[src/rtl/fb_sgnl_recorder.sv]
`timescale 1ns/1ps
// Feedback DAC word recorder: captures {oflow, fb_sgnl} during a beam store
// window, keeps simple statistics, then streams the record out on request.
module fb_sgnl_recorder #(
  parameter int DEPTH = 64,
  parameter int CW    = 7
) (
  input  logic          clk,
  input  logic          rst,
  input  logic          store_strb,
  input  logic          fb_valid,
  input  logic [12:0]   fb_sgnl,
  input  logic          oflow,
  input  logic          rd_start,
  input  logic          rd_ready,
  output logic          rd_valid,
  output logic [13:0]   rd_data,
  output logic          rd_last,
  output logic [CW-1:0] n_samples,
  output logic [12:0]   peak_abs,
  output logic [CW-1:0] oflow_cnt,
  output logic          done,
  output logic          overrun
);

  localparam int            AW   = CW - 1;
  localparam logic [CW-1:0] FULL = CW'(DEPTH);

  typedef enum logic [1:0] {IDLE, CAPTURE, HOLD, READ} state_t;

  state_t        state, state_nxt;
  logic          store_prev;
  logic          arm_en;
  logic          arm;
  logic          arm_go;
  logic          wr_en;
  logic          ovr_hit;
  logic          xfer;
  logic          fetch;
  logic [12:0]   fb_abs;
  logic [CW-1:0] rd_ptr;
  logic [13:0]   mem [DEPTH];

  // arm_en stays low until store_strb has been seen low, so a strobe held
  // high across reset release does not count as a fresh edge.
  assign arm    = store_strb & ~store_prev & arm_en;
  assign arm_go = arm & (state != CAPTURE);
  assign xfer   = rd_valid & rd_ready;

  // Decode write/overrun qualifiers, magnitude, and output-register fetch.
  always_comb begin
    wr_en   = 1'b0;
    ovr_hit = 1'b0;
    fetch   = 1'b0;
    fb_abs  = fb_sgnl[12] ? (~fb_sgnl + 13'd1) : fb_sgnl;
    if (state == CAPTURE && fb_valid && store_strb) begin
      wr_en   = (n_samples != FULL);
      ovr_hit = (n_samples == FULL);
    end
    // Output register is (re)loaded on entry to READ and after every
    // non-final transfer, giving one entry per cycle with rd_ready held.
    if (state == READ && !arm_go)
      fetch = ~rd_valid | (xfer & ~rd_last);
  end

  // Next-state logic.
  always_comb begin
    state_nxt = state;
    case (state)
      IDLE:    if (arm) state_nxt = CAPTURE;
      CAPTURE: if (!store_strb) state_nxt = HOLD;
      HOLD: begin
        if (arm)                                   state_nxt = CAPTURE;
        else if (rd_start && n_samples != '0)      state_nxt = READ;
      end
      READ: begin
        if (arm)                   state_nxt = CAPTURE;
        else if (xfer && rd_last)  state_nxt = HOLD;
      end
      default: state_nxt = IDLE;
    endcase
  end

  // State register.
  always_ff @(posedge clk) begin
    if (rst) state <= IDLE;
    else     state <= state_nxt;
  end

  // store_strb history for arm-edge detection.
  always_ff @(posedge clk) begin
    if (rst) begin
      store_prev <= 1'b0;
      arm_en     <= ~store_strb;
    end else begin
      store_prev <= store_strb;
      arm_en     <= arm_en | ~store_strb;
    end
  end

  // Capture buffer write port.
  always_ff @(posedge clk) begin
    if (wr_en) mem[n_samples[AW-1:0]] <= {oflow, fb_sgnl};
  end

  // Window statistics and status flags.
  always_ff @(posedge clk) begin
    if (rst || arm_go) begin
      n_samples <= '0;
      peak_abs  <= '0;
      oflow_cnt <= '0;
      overrun   <= 1'b0;
      done      <= 1'b0;
    end else begin
      if (wr_en) begin
        n_samples <= n_samples + CW'(1);
        oflow_cnt <= oflow_cnt + {{(CW-1){1'b0}}, oflow};
        if (fb_abs > peak_abs) peak_abs <= fb_abs;
      end
      if (ovr_hit) overrun <= 1'b1;
      if (state == CAPTURE && !store_strb) done <= 1'b1;
    end
  end

  // Readout output register and read pointer.
  always_ff @(posedge clk) begin
    if (rst) begin
      rd_valid <= 1'b0;
      rd_last  <= 1'b0;
      rd_data  <= '0;
      rd_ptr   <= '0;
    end else if (arm_go) begin
      rd_valid <= 1'b0;
      rd_last  <= 1'b0;
      rd_ptr   <= '0;
    end else if (fetch) begin
      rd_valid <= 1'b1;
      rd_data  <= mem[rd_ptr[AW-1:0]];
      rd_last  <= (rd_ptr == n_samples - CW'(1));
      rd_ptr   <= rd_ptr + CW'(1);
    end else if (state == READ && xfer && rd_last) begin
      rd_valid <= 1'b0;
      rd_last  <= 1'b0;
      rd_ptr   <= '0;
    end
  end

endmodule

[config.mk]
export PLATFORM = sky130hd
export DESIGN_NAME = fb_sgnl_recorder
export DESIGN_NICKNAME = d
export VERILOG_FILES = /design/src/rtl/fb_sgnl_recorder.sv
export SDC_FILE = /design/constraint.sdc
export NUM_CORES = 1
export LEC_CHECK = 0
export ABC_AREA = 1
export CAP_MARGIN = 20
export CORE_MARGIN = 4
export CORE_UTILIZATION = 50
export DETAILED_ROUTE_END_ITERATION = 10
export PLACE_DENSITY = 0.8
export SLEW_MARGIN = 40
export SYNTH_ARGS = -nofsm -noshare
export SYNTH_HDL_FRONTEND = slang
export SYNTH_SLANG_ARGS = --single-unit
export TNS_END_PERCENT = 10
[constraint.sdc]
create_clock -name clk -period 2.6 [get_ports clk]
set_clock_uncertainty 0.05 [all_clocks]
set_input_delay 0.65 -clock clk [delete_from_list [all_inputs] [get_ports clk]]
set_output_delay 0.65 -clock clk [all_outputs]
set_load 0.02 [all_outputs]
==> flow_summary_export.csv <==
group,metric,value,unit
setup_path,cp_data_arrival_time,3.02,ns
hold_path,hold_class,"in -> reg",
setup_path,rr_startpoint,"rd_ptr[0]$_SDFFE_PP0P_",
yosys,avgSynthCellArea,11.5,um^2
floorplanning,core,77600,um^2
power_and_ir_drop,switching_share,19.9,%
global_routing,grt_start_max_net_pins,125,
place,placed_cell_area,42500,um^2
floorplanning,die_h,288,um
cts,root_buffer,"clkbuf_16",
floorplanning,die_area,83000,um^2
finish,final_cell_area,45700,um^2
place,port_buffers,64,
setup_path,crit_start,"fb_sgnl[2]",
timing,relSlewSlack,41.8,%
cts,htree_num_levels,3,
power_and_ir_drop,powerDensity,672,nW/um^2
drt,drt_pass1_iterations,6,
finish,nNetsFinal,3609,
floorplanning,dieWidth,288,um
job,max-cap-violations,0,
drt,ant_nets,0,
place,place.gp.congestion,0.878,
hold_path,min_from,"fb_sgnl[3]",
setup_path,crit_required,3.07,ns
run_status,status,"complete, no violations",
yosys,yosys_warnings,0,
power_and_ir_drop,p_int,24.6,mW
cts,clock_latency,0.65,ns
yosys,netlist_instances,3408,
timing,fmax,393,MHz
power_and_ir_drop,ir_drop,0.637,mV
drt,via_per_inst,5.88,
drt,wl_per_cell,22.5,um
floorplanning,rows,102,
cts,cts_tree,"done",
power_and_ir_drop,seqPwrFrac,54.6,%
setup_path,cp-start-kind,"input port",
power_and_ir_drop,p_sw,6.12,mW
setup_path,critPathKind,"in -> reg",
timing,holdWs,0.261,ns
yosys,synth_seq_cells,952,
yosys,synth-edff-count,896,
setup_path,end_kind,"register",
timing,finalHoldViolCount,0,
global_routing,grt_pass1_vias,26500,
yosys,ys_seq_area_share,71.4,%
setup_path,r2r_cells,11,
yosys,syn_area,39200,um^2
timing,maxSlewViolCount,0,
global_routing,grt_pass1_wl,159000,um
power_and_ir_drop,clockPowerShare,43.0,%
yosys,synthFlopType,"edfxtp_1",
drt,drcViolationCount,0,
drt,drt_iter0_drc,3771,
finish,drive_gt1_share,11.6,%
power_and_ir_drop,p_comb_share,2.4,%
finish,area_growth,16.5,%
yosys,syn_nets,3448,
global_routing,antenna_found_initial,2,
cts,path_clk_slew,0.06,ns
floorplanning,pin_count,65,
timing,worst_slew_pin_slew,0.872,ns
setup_path,regToRegSetupSlack,0.21,ns
yosys,async_reset_ff_share,0,%
finish,final.fill_count,5860,
setup_path,cp-endpoint,"peak_abs[3]$_SDFFE_PP0P_",
setup_path,r2r-end,"rd_data[7]$_SDFFE_PP0P_",
cts,cts_buffers,90,
yosys,synth_cell_types,41,
timing,finalCriticalPeriod,2.54,ns
cts,cts_max_path_buffers,3,
finish,diodes,0,
floorplanning,start_util,50.6,%
global_routing,grt_overflow,0,
drt,wl,105000,um
timing,setup_violations,0,
timing,post-route-period-util,97.8,%
place,dp_hpwl,61500,um
global_routing,grt_usage,25.1,%
timing,rsz0062_at_grt,"true",
cts,clkSinkCount,952,
cts,holdBufCountCts,0,
drt,vias,27500,
power_and_ir_drop,p_leak,16.2,nW
setup_path,crit_path_max_fanout,8,
## state kept, by name, indices dropped and copies added, names as in the netlist
name        flops
rd_ptr          7
overrun         1
state           2
oflow_cnt       7
store_prev      1
mem           896
done            1
peak_abs       13
n_samples       7
rd_valid        1
arm_en          1
rd_last         1
rd_data        14
## cell families (layout without fill, tap and decap cells)
kind of cell	Yosys count	in the layout	synth area share [%]
flip-flops	952	952	71.4
buffers and inverters	289	524	3.74
AND/OR/NAND/NOR	1873	1873	20.3
AO/OA/AOI/OAI	259	259	3.52
XOR/XNOR	15	15	0.335
adder cells (fa/ha/maj)	20	20	0.638
## layer usage
layer	track usage, %	vias to the layer above	share of wire (%)	wire length, um
met5	0	-	0	0
li1	-	12300	-	-
met2	40.1	1722	47	49600
met1	33.0	13200	37	38500
met3	5.01	273	11	11300
met4	12.6	0	5.5	5840
## metrics by stage
stage / worst slack, ns / TNS (ns) / instances / power, mW / utilization [%]
2_1_floorplan: -0.166 / -115.30 / 3408 / 17.3 / -
3_3_place_gp: -0.577 / -14.33 / 4512 / 17.8 / 54.8
3_5_place_dp: -0.700 / -33.22 / 4512 / 17.8 / 54.8
4_1_cts: 0.0157 / 0 / 4678 / 30.8 / 58.6
5_1_grt: -0.0890 / -0.839 / 4683 / 31.5 / 58.9
6_report: 0.0578 / 0 / 4683 / 30.7 / 58.9
## power groups by stage
stage | registers [mW] | logic [mW] | clock network (mW)
final | 16.8 | 0.736 | 13.2
after detailed placement | 17.1 | 0.679 | 0
after global placement | 17.1 | 0.663 | 0
after floorplan | 17.1 | 0.211 | 0
after CTS | 16.8 | 0.686 | 13.3
after global routing | 16.8 | 0.786 | 14.0
## layout make-up
| cell class | count | area [um^2] | area share [%] |
|---|---|---|---|
| flip-flops and latches | 952 | 28000 | 61.3 |
| multi-input cells | 2167 | 9880 | 21.6 |
| repair buffers | 278 | 3180 | 6.95 |
| clock buffers | 128 | 2600 | 5.68 |
| well taps | 1040 | 1300 | 2.85 |
| clock inverters | 38 | 397 | 0.867 |
| inverters | 80 | 325 | 0.711 |
## Yosys cell counts (5+ instances only)
library cell	number	area, um^2
or2_2	5	31.3
inv_1	75	282
buf_1	22	82.6
o21ai_0	155	776
o21ai_1	12	60.1
nand3_1	662	3310
buf_2	82	410
a21oi_1	50	250
edfxtp_1	896	26900
o221ai_1	8	70.1
o22ai_1	24	150
ha_1	20	250
nor2_1	293	1100
xnor2_1	6	52.6
xor2_1	9	78.8
clkbuf_1	46	173
nor3_1	10	50.1
dfxtp_1	56	1120
nand2_1	881	3310
buf_6	14	158
buf_4	44	330
## worst max-delay path: stages
cell and delay, ns:
buf_2 0.13, inv_2 0.09, nand3_2 0.13, nor2_4 0.14
nand2_1 0.07, nand2_1 0.06, nand2_1 0.09, o211ai_1 0.19
nand2_1 0.11, ha_1 0.30, nand4_1 0.17, buf_4 0.14
nor2_1 0.03, a31oi_1 0.21, nand2_2 0.16, buf_6 0.18
o21ai_2 0.12, a21oi_1 0.04
## worst min-delay path by stage
stage	depth (start not counted)	endpoint
global route	1	mem[34][3]$_DFFE_PP_
floorplan	2	arm_en$_DFF_P_
global placement	1	oflow_cnt[6]$_SDFFE_PP0P_
finish	1	mem[35][3]$_DFFE_PP_
detailed placement	1	oflow_cnt[6]$_SDFFE_PP0P_
CTS	1	mem[35][3]$_DFFE_PP_
## cells in the final DEF (no fill, tap or decap), types with 14 or more instances in the layout
cell type / n
clkbuf_16: 93
dfxtp_1: 51
clkdlybuf4s50_1: 49
o21ai_1: 17
ha_1: 19
nand3_1: 658
buf_4: 136
edfxtp_1: 896
o22ai_1: 24
o21ai_0: 142
inv_1: 66
clkbuf_8: 14
clkbuf_1: 21
nor2_1: 289
nand2_1: 880
buf_12: 77
a21oi_1: 50
## what timing repair did
| item | 4_1_cts | 5_1_grt |
|---|---|---|
| setup buffers | 0 | 4 |
| pin swaps | 0 | 15 |
| cloned | 0 | 1 |
| resized for setup | 2 | 70 |
| setup endpoints to repair | 14 | 26 |
No activity file was read; power rests on OpenSTA's default activity.
